## config.mk

```make
export PLATFORM = sky130hd
export DESIGN_NAME = rf_wr_arb
export DESIGN_NICKNAME = d
export VERILOG_FILES = /design/src/rtl/rf_arb_pkg.sv /design/src/rtl/rf_wq.sv /design/src/rtl/rf_wr_arb.sv
export SDC_FILE = /design/constraint.sdc
export NUM_CORES = 1
export LEC_CHECK = 0
export CORE_MARGIN = 2
export CORE_UTILIZATION = 41
export DETAILED_ROUTE_END_ITERATION = 10
export PLACE_DENSITY_LB_ADDON = 0.2
export SETUP_SLACK_MARGIN = 0.05
export SLEW_MARGIN = 40
export SYNTH_ARGS = -nofsm -noshare
export SYNTH_HDL_FRONTEND = slang
export SYNTH_SLANG_ARGS = --single-unit
export TNS_END_PERCENT = 20
```

## constraint.sdc

```tcl
create_clock -name clk -period 2.7 [get_ports clk]
set_clock_uncertainty 0.15 [all_clocks]
set_input_delay 0.27 -clock clk [delete_from_list [all_inputs] [get_ports clk]]
set_output_delay 0.27 -clock clk [all_outputs]
set_load 0.02 [all_outputs]
```

## src/rtl/rf_arb_pkg.sv

```systemverilog
// ============================================================================
// rf_arb_pkg : shared widths, write-record type and arbiter state encoding
// Revision   : 1.0
// ============================================================================
`default_nettype none

package rf_arb_pkg;

  localparam int RF_AW = 5;
  localparam int RF_DW = 32;

  typedef struct packed {
    logic [RF_AW-1:0] addr;
    logic [RF_DW-1:0] data;
  } rf_wr_t;

  typedef enum logic [1:0] {
    EMPTY = 2'd0,
    DRAIN = 2'd1,
    HOLD  = 2'd2
  } arb_state_e;

endpackage

`default_nettype wire

```

## src/rtl/rf_wq.sv

```systemverilog
// ============================================================================
// rf_wq    : DEPTH-entry write queue with per-entry source-address compare
// Revision : 1.0
// ============================================================================
`default_nettype none

module rf_wq
  import rf_arb_pkg::*;
#(
  parameter int DEPTH = 2
) (
  input  logic                  clk,
  input  logic                  rst,
  input  logic                  push,
  input  rf_wr_t                push_wr,
  input  logic                  pop,
  input  logic [RF_AW-1:0]      rd_a,
  input  logic [RF_AW-1:0]      rd_b,
  output rf_wr_t                head,
  output logic [$clog2(DEPTH):0] count,
  output logic                  pend_a,
  output logic                  pend_b
);

  localparam int c_pw = $clog2(DEPTH);
  localparam int c_cw = c_pw + 1;

  rf_wr_t            mem_q [DEPTH];
  rf_wr_t            mem_d [DEPTH];
  logic [c_pw-1:0]   wr_ptr_q, wr_ptr_d;
  logic [c_pw-1:0]   rd_ptr_q, rd_ptr_d;
  logic [c_cw-1:0]   count_q, count_d;
  logic [DEPTH-1:0]  w_hit_a, w_hit_b;

  always_comb begin
    mem_d    = mem_q;
    wr_ptr_d = wr_ptr_q;
    rd_ptr_d = rd_ptr_q;
    count_d  = count_q + c_cw'(push) - c_cw'(pop);
    if (push) begin
      mem_d[wr_ptr_q] = push_wr;
      wr_ptr_d        = wr_ptr_q + c_pw'(1);
    end
    if (pop) begin
      rd_ptr_d = rd_ptr_q + c_pw'(1);
    end
  end

  always_ff @(posedge clk) begin
    mem_q <= mem_d;
    if (rst) begin
      wr_ptr_q <= '0;
      rd_ptr_q <= '0;
      count_q  <= '0;
    end else begin
      wr_ptr_q <= wr_ptr_d;
      rd_ptr_q <= rd_ptr_d;
      count_q  <= count_d;
    end
  end

  // An entry is live when its distance from the read pointer is below count.
  for (genvar i = 0; i < DEPTH; i++) begin : g_entry
    logic [c_pw-1:0] w_off;
    logic            w_valid;
    assign w_off      = c_pw'(i) - rd_ptr_q;
    assign w_valid    = ({1'b0, w_off} < count_q);
    assign w_hit_a[i] = w_valid && (mem_q[i].addr == rd_a);
    assign w_hit_b[i] = w_valid && (mem_q[i].addr == rd_b);
  end

  assign pend_a = (rd_a != '0) && (|w_hit_a);
  assign pend_b = (rd_b != '0) && (|w_hit_b);
  assign head   = mem_q[rd_ptr_q];
  assign count  = count_q;

endmodule

`default_nettype wire

```

## src/rtl/rf_wr_arb.sv

```systemverilog
// ============================================================================
// rf_wr_arb : register-file write-port arbiter (writeback vs. queued mul/div)
//             RF_ARB_STARVE_EN adds the age counter and forced HOLD cycle.
// Revision  : 1.0
// ============================================================================
`default_nettype none

module rf_wr_arb
  import rf_arb_pkg::*;
#(
  parameter int DEPTH    = 2,
  parameter int MAX_WAIT = 4
) (
  input  logic             clk,
  input  logic             rst,
  input  logic             wb_we,
  input  logic [RF_AW-1:0] wb_addr,
  input  logic [RF_DW-1:0] wb_data,
  input  logic             md_valid,
  input  logic [RF_AW-1:0] md_addr,
  input  logic [RF_DW-1:0] md_data,
  output logic             md_ready,
  output logic             RFWr,
  output logic [RF_AW-1:0] W,
  output logic [RF_DW-1:0] din,
  input  logic [RF_AW-1:0] rd_a,
  input  logic [RF_AW-1:0] rd_b,
  output logic             pend_a,
  output logic             pend_b,
  output logic             wb_hold
);

  localparam int c_cw = $clog2(DEPTH) + 1;

  arb_state_e      state_q, state_d;
  rf_wr_t          w_head;
  rf_wr_t          w_push_wr;
  logic [c_cw-1:0] w_count, w_cnt_nxt;
  logic            w_empty, w_push, w_hold, w_head_gnt, w_wb_gnt, w_hold_trig;
  logic            w_pend_a, w_pend_b;

  assign w_push_wr  = '{addr: md_addr, data: md_data};
  assign w_empty    = (w_count == '0);
  assign md_ready   = !rst && (w_count < c_cw'(DEPTH));
  assign w_push     = md_valid && md_ready;
  assign w_hold     = (state_q == HOLD);
  assign w_head_gnt = !w_empty && (w_hold || !wb_we);
  assign w_wb_gnt   = wb_we && !w_hold;

  rf_wq #(.DEPTH(DEPTH)) u_wq (
    .clk     (clk),
    .rst     (rst),
    .push    (w_push),
    .push_wr (w_push_wr),
    .pop     (w_head_gnt),
    .rd_a    (rd_a),
    .rd_b    (rd_b),
    .head    (w_head),
    .count   (w_count),
    .pend_a  (w_pend_a),
    .pend_b  (w_pend_b)
  );

  always_comb begin
    RFWr = 1'b0;
    W    = '0;
    din  = '0;
    if (!rst) begin
      if (w_wb_gnt) begin
        W   = wb_addr;
        din = wb_data;
      end else if (w_head_gnt) begin
        W   = w_head.addr;
        din = w_head.data;
      end
      // Register 0 is hardwired; a granted write to it is consumed silently.
      RFWr = (w_wb_gnt || w_head_gnt) && (W != '0);
    end
  end

  assign pend_a  = !rst && w_pend_a;
  assign pend_b  = !rst && w_pend_b;
  assign wb_hold = !rst && w_hold;

`ifdef RF_ARB_STARVE_EN
  localparam int c_age_w = $clog2(MAX_WAIT + 1);

  logic [c_age_w-1:0] age_q, age_d;

  always_comb begin
    age_d = age_q + c_age_w'(1);
    if (w_empty || w_head_gnt) begin
      age_d = '0;
    end
  end

  assign w_hold_trig = (age_d == c_age_w'(MAX_WAIT));

  always_ff @(posedge clk) begin
    if (rst) begin
      age_q <= '0;
    end else begin
      age_q <= age_d;
    end
  end
`else
  // Strict priority: the starvation trigger can never fire.
  assign w_hold_trig = (MAX_WAIT < 0);
`endif

  always_comb begin
    w_cnt_nxt = w_count + c_cw'(w_push) - c_cw'(w_head_gnt);
    state_d   = EMPTY;
    if (w_hold_trig) begin
      state_d = HOLD;
    end else if (w_cnt_nxt != '0) begin
      state_d = DRAIN;
    end
  end

  always_ff @(posedge clk) begin
    if (rst) begin
      state_q <= EMPTY;
    end else begin
      state_q <= state_d;
    end
  end

endmodule

`default_nettype wire

```

Word-level counts from Yosys, hierarchy flattened
Index checks and enable logic that the tools add are counted.
{"block": "word_totals", "reg_bits": 80, "in_bits": 88, "output_inout_bits": 42, "elab_cells": 70}
{"block": "classes", "n_addsub": 6, "order_cmp": 6, "eq_ne": 5, "muxes": 15, "bitwise_logic": 2, "reduce_logical": 28}
{"operator": "$mux W37", "n": 4}
{"operator": "$mux W32", "n": 3}
{"operator": "$bwmux W74", "n": 1}
{"operator": "$demux W37 S1", "n": 1}
{"operator": "$eq A5 B5 Y1", "n": 4}
{"operator": "$mux W5", "n": 4}
{"operator": "$logic_and A1 B1 Y1", "n": 15}
{"operator": "$reduce_bool A5 Y1", "n": 3}
{"operator": "$ge A2 B2 Y1 const B", "n": 2}
{"operator": "$logic_not A1 Y1", "n": 4}
{"operator": "$lt A1 B2 Y1", "n": 2}
{"operator": "$not A1 Y2", "n": 2}
{"operator": "$reduce_or A2 Y1", "n": 2}
{"operator": "$add A1 B1 Y1 const B", "n": 2}
{"operator": "$add A2 B1 Y2", "n": 1}
{"operator": "$eq A2 B2 Y1 const B", "n": 1}
{"operator": "$logic_not A2 Y1", "n": 1}
{"operator": "$logic_or A1 B1 Y1", "n": 2}
{"operator": "$lt A2 B1 Y1 const B", "n": 1}
{"operator": "$lt A2 B2 Y1 const B", "n": 1}
{"operator": "$mux W1", "n": 2}
{"operator": "$reduce_bool A2 Y1", "n": 1}
{"operator": "$sub A1 B1 Y1 const A", "n": 2}
{"operator": "$sub A2 B1 Y2", "n": 1}

Logic depth before layout (Yosys ltp)
{"block": "logic_depth", "depth_word": 10, "ltp_mapped": 8, "ltp_nobuf": 7}

Cells and area by module
A second synthesis with hierarchy kept.
{"block": "unflattened", "hier_cells": 275, "hier_area_um2": 3719.8}
{"module": "rf_wq", "n_inst": 1, "cells_each": 169, "area_each_um2": 3120.5, "seq_area_each_um2": 2302.2}
{"module": "rf_wr_arb", "n_inst": 1, "cells_each": 106, "area_each_um2": 599.3, "seq_area_each_um2": 0.0}

Least setup slack after synthesis
No wires, ideal clock.
{"block": "synth_path", "path_kind": "in2reg", "startpoint": "in rst", "endpoint": "reg u_wq.mem_q[37] (netlist bit), enable pin", "setup_time_ns": 0.431, "arrival_time_ns": 2.549, "required_time_ns": 2.119, "slack_ns": -0.431, "cell_stages": 4, "n_path_buf": 1, "cell_sequence": "buf_2 nor2_1 nand2_1 nor2_1"}
{"block": "synth_via", "elab_chain_len": 3}
{"item": "start, declared", "line": "rf_wr_arb.sv:15", "text": "input logic rst,"}
{"item": "$logic_not A1 Y1", "line": "rf_wr_arb.sv:44", "text": "assign md_ready = !rst && (w_count < c_cw'(DEPTH));"}
{"item": "$logic_and A1 B1 Y1", "line": "rf_wr_arb.sv:44"}
{"item": "named net md_ready", "line": "rf_wr_arb.sv:22", "text": "output logic md_ready,"}
{"item": "$logic_and A1 B1 Y1", "line": "rf_wr_arb.sv:45", "text": "assign w_push = md_valid && md_ready;"}
{"item": "end signal, assigned", "line": "rf_wq.sv:50", "text": "mem_q <= mem_d;"}
{"item": "end, declared", "line": "rf_wq.sv:28", "text": "rf_wr_t mem_q [DEPTH];"}
The timed path passes the listed nets, and every way through them passes these cells.
A chain may end at the register's enable or synchronous reset.

Final worst setup path
{"block": "layout_path", "startpoint": "reg u_wq.rd_ptr_q", "endpoint": "out din[15]"}
{"block": "layout_via", "elab_chain_len": 7}
{"item": "start, declared", "line": "rf_wq.sv:31", "text": "logic [c_pw-1:0] rd_ptr_q, rd_ptr_d;"}
{"item": "start signal, assigned", "line": "rf_wq.sv:57", "text": "rd_ptr_q <= rd_ptr_d;"}
{"item": "$not A1 Y2 (not written as such)", "line": "rf_wq.sv:74", "text": "assign head = mem_q[rd_ptr_q];"}
{"item": "$mux W37 (not written as such) (3 in series)", "line": "rf_wq.sv:74"}
{"item": "$mux W32", "line": "rf_wr_arb.sv:72", "text": "end else if (w_head_gnt) begin"}
{"item": "$mux W32", "line": "rf_wr_arb.sv:69", "text": "if (w_wb_gnt) begin"}
{"item": "$mux W32", "line": "rf_wr_arb.sv:68", "text": "if (!rst) begin"}
{"item": "end, declared", "line": "rf_wr_arb.sv:25", "text": "output logic [RF_DW-1:0] din,"}
Every way passes these cells. The select of a mux whose other input is x is not followed.

==> impl_metrics.tcl <==
set metrics [dict create \
    yosys_warnings 0 \
    post-route-drc-count 0 \
    core_area_um2 8763 \
    post_synth_fa_ha_maj_area_fraction_pct 0.6711 \
    yosysTopAreaCellShare_pct 59.60 \
    io_buffers 128 \
    yosysTopAreaCell "edfxtp_1" \
    cts_tree "yes" \
    multi_input_area_um2 1306 \
    diodes 0 \
    yosys.area_share.simple_pct 7.416 \
    final-hold-violation-count 0 \
    pwr_density_cell_nw_per_um2 675.6 \
    area.sequential_um2 2307 \
    report.final.slew_viol_count 0 \
    criticalPathCategory "reg2out" \
    clk_root_buffer_cell "clkbuf_8" \
    globalRoute.totalOverflow 0 \
    syn2layout_area_growth_pct 43.59 \
    path_clk_slew_ns 0.07 \
    power_leakage_nw 1.861 \
    nFillCells 692 \
    route.detailed.vias_per_inst 5.194 \
    dp_cells 500 \
    placementRows 34 \
    layout.cells.non_filler 516 \
    drtAntennaViolNets 0 \
    fraction_of_final_layout_cells_with_drive_strength_greater_than_1_pct 16.42 \
    cp.arrival_ns 2.11 \
    starting_density_of_the_core_pct 42.55 \
    outcome "completed" \
    timing.max_cap.violations 0 \
    grt_start_max_net_pins 40 \
    timing.setup.tns_ns 0 \
    ir_drop_v 0.0004247 \
    synth.mux.area_fraction_pct 11.17 \
    post_synth_xor_area_fraction_pct 5.638 \
    synth_edf_count 74 \
    synth_area_leaders "edfxtp_1, mux2_2, a22oi_1" \
    num_vias 2680 \
    synth_cell_area_um2 3729 \
    synth_fp_nets 365 \
    insertion_delay_ns 0.33 \
    hold_crit_class "in2reg" \
    drt_pre_antenna_iters 4 \
    synth_most_common_cell "edfxtp_1" \
    hpwl_um 6007 \
    wire_per_inst_um 16.68 \
    period_needed_ns 2.530 \
    clk_path_buf_depth 2 \
    gp_routability_congestion 0.9072 \
    synth_cell_type_count 32 \
    htree_num_levels 3 \
    dominant_combinational_cell_family_by_area_after_synthesis "multiplexers" \
    ys.flop_type "edfxtp_1" \
    hold_buffers 0 \
    max_freq_mhz 395.3 \
    first_global_vias 2845 \
    timing.critical_path.required_ns 2.28 \
    synth-seq-area-share_pct 61.74 \
    cts_buffers 9 \
    syn_avg_cell_area_um2 13.56 \
    routed_wirelength_um 8609 \
    worst_r2r_startpoint "u_wq.count[0]$_SDFF_PP0_" \
    postSynthCellCount 275 \
    timing.final.crit_share_pct 93.69 \
    fp.dieW_um 99.36 \
    timing.final.ws_setup_ns 0.1704 \
    timing.critical_path.to_type "output port" \
    globalRouteTotalUtil_pct 17.76 \
    timing.critical_path.from "u_wq.rd_ptr_q$_SDFFE_PP0N_" \
    design.portCount 130 \
    grt_setup_unrepaired "yes" \
    post_synth_most_frequent_cells "edfxtp_1, nor2_1, mux2_2, a22oi_1, xor2_1" \
    first_iter_violations 90 \
    ys_ff_latch 78 \
    critical_path.max_fanout 24 \
    cts.sinks 78 \
    final_nets 493 \
    die_y_um 99.36 \
    antenna_found_initial 0 \
    synth_compound_area_share_pct 9.631 \
    min_from "rst" \
    start_kind "register" \
    grt_pass1_wl_um 13660 \
    die_ar_um2 9872 \
    async_reset_ff_share_pct 0 \
    pre_cts_ws_ns 0.01463 \
    setup-violations-final 0 \
]
-- registers in the layout (all words and copies together) (netlist names) --
name	count
u_wq.mem_q	74
u_wq.count	2
u_wq.rd_ptr_q	1
u_wq.wr_ptr_q	1
-- layout by cell type (no fill, tap or decap), drive strengths merged --
cell type	count
a21o	1
a21oi	3
a221oi	2
a22o	1
a22oi	36
a31oi	1
and3	1
buf	9
bufinv	2
clkbuf	12
clkdlybuf4s50	122
clkinv	1
clkinvlp	1
conb	1
dfxtp	4
dlygate4sd2	3
dlymetal6s2s	2
edfxtp	74
ha	2
inv	3
mux2	37
nand2	3
nand3	2
nand4	2
nor2	49
nor2b	1
nor3	3
nor4	4
o21a	1
o21ba	1
xnor2	8
xor2	16
-- path summary, 6_finish.rpt --
kind / cells past startpoint / endpoint / slack (ns)
hold reg to reg: 2 / u_wq.wr_ptr_q$_SDFFE_PP0P_ / 0.48
setup reg to reg: 6 / u_wq.count[0]$_SDFF_PP0_ / 0.91
setup / recovery: 5 / din[15] / 0.17
hold / removal: 2 / u_wq.rd_ptr_q$_SDFFE_PP0N_ / 0.16
-- where the power goes --
| group | leakage (nW) | internal, W | switching [W] | total (W) |
|---|---|---|---|---|
| clock network | 0.0982 | 0.000519 | 0.000395 | 0.000914 |
| registers | 0.712 | 0.00145 | 0.0000751 | 0.00152 |
| logic | 1.05 | 0.000614 | 0.000568 | 0.00118 |
| total | 1.86 | 0.00258 | 0.00104 | 0.00362 |
-- worst max-delay path, cell delays in order (launching register included) --
cell	delay [ns]
dfxtp_4	0.43
buf_12	0.20
mux2_2	0.37
a22oi_1	0.16
nor2_1	0.05
clkdlybuf4s50_1	0.55
-- layer usage --
layer	share of wire (%)	global-route usage, %	up-vias
met3	5.9	5.060	9
met4	1.2	5.690	0
met5	0	0	-
met1	42	21.32	1285
met2	51	30.87	91
li1	-	-	1295
-- layout make-up --
type / instances / share of cell area [%]
flip-flops and latches: 78 / 43.09
well taps: 108 / 2.524
multi-input cells: 175 / 24.40
repair buffers: 136 / 25.92
clock buffers: 12 / 2.524
clock inverters: 4 / 1.332
inverters: 3 / 0.2103
-- cells by family after synthesis --
family / after synthesis
multiplexers: 37
XOR/XNOR: 24
other: 1
AO/OA/AOI/OAI: 46
AND/OR/NAND/NOR: 65
adder cells (fa/ha/maj): 2
buffers and inverters: 22
flip-flops: 78
-- stage by stage --
step,hold WS [ns],total power (W),cell area (um^2),utilization [%]
finish,0.1570,0.003617,5354,61.09
global route,0.1693,0.003800,5354,61.09
CTS,0.1364,0.003652,5341,60.95
detailed placement,0.4451,0.002728,5136,58.61
global placement,0.4181,0.002708,5136,58.61
floorplan,0.2189,0.002275,3731,-
-- what timing repair did --
item / in CTS / in global routing
setup endpoints to repair: 3 / 32
buffers inserted: 0 / 0
resized for setup: 4 / 4
cloned: 0 / 0
Note: power is estimated with default switching activity, not from simulation.
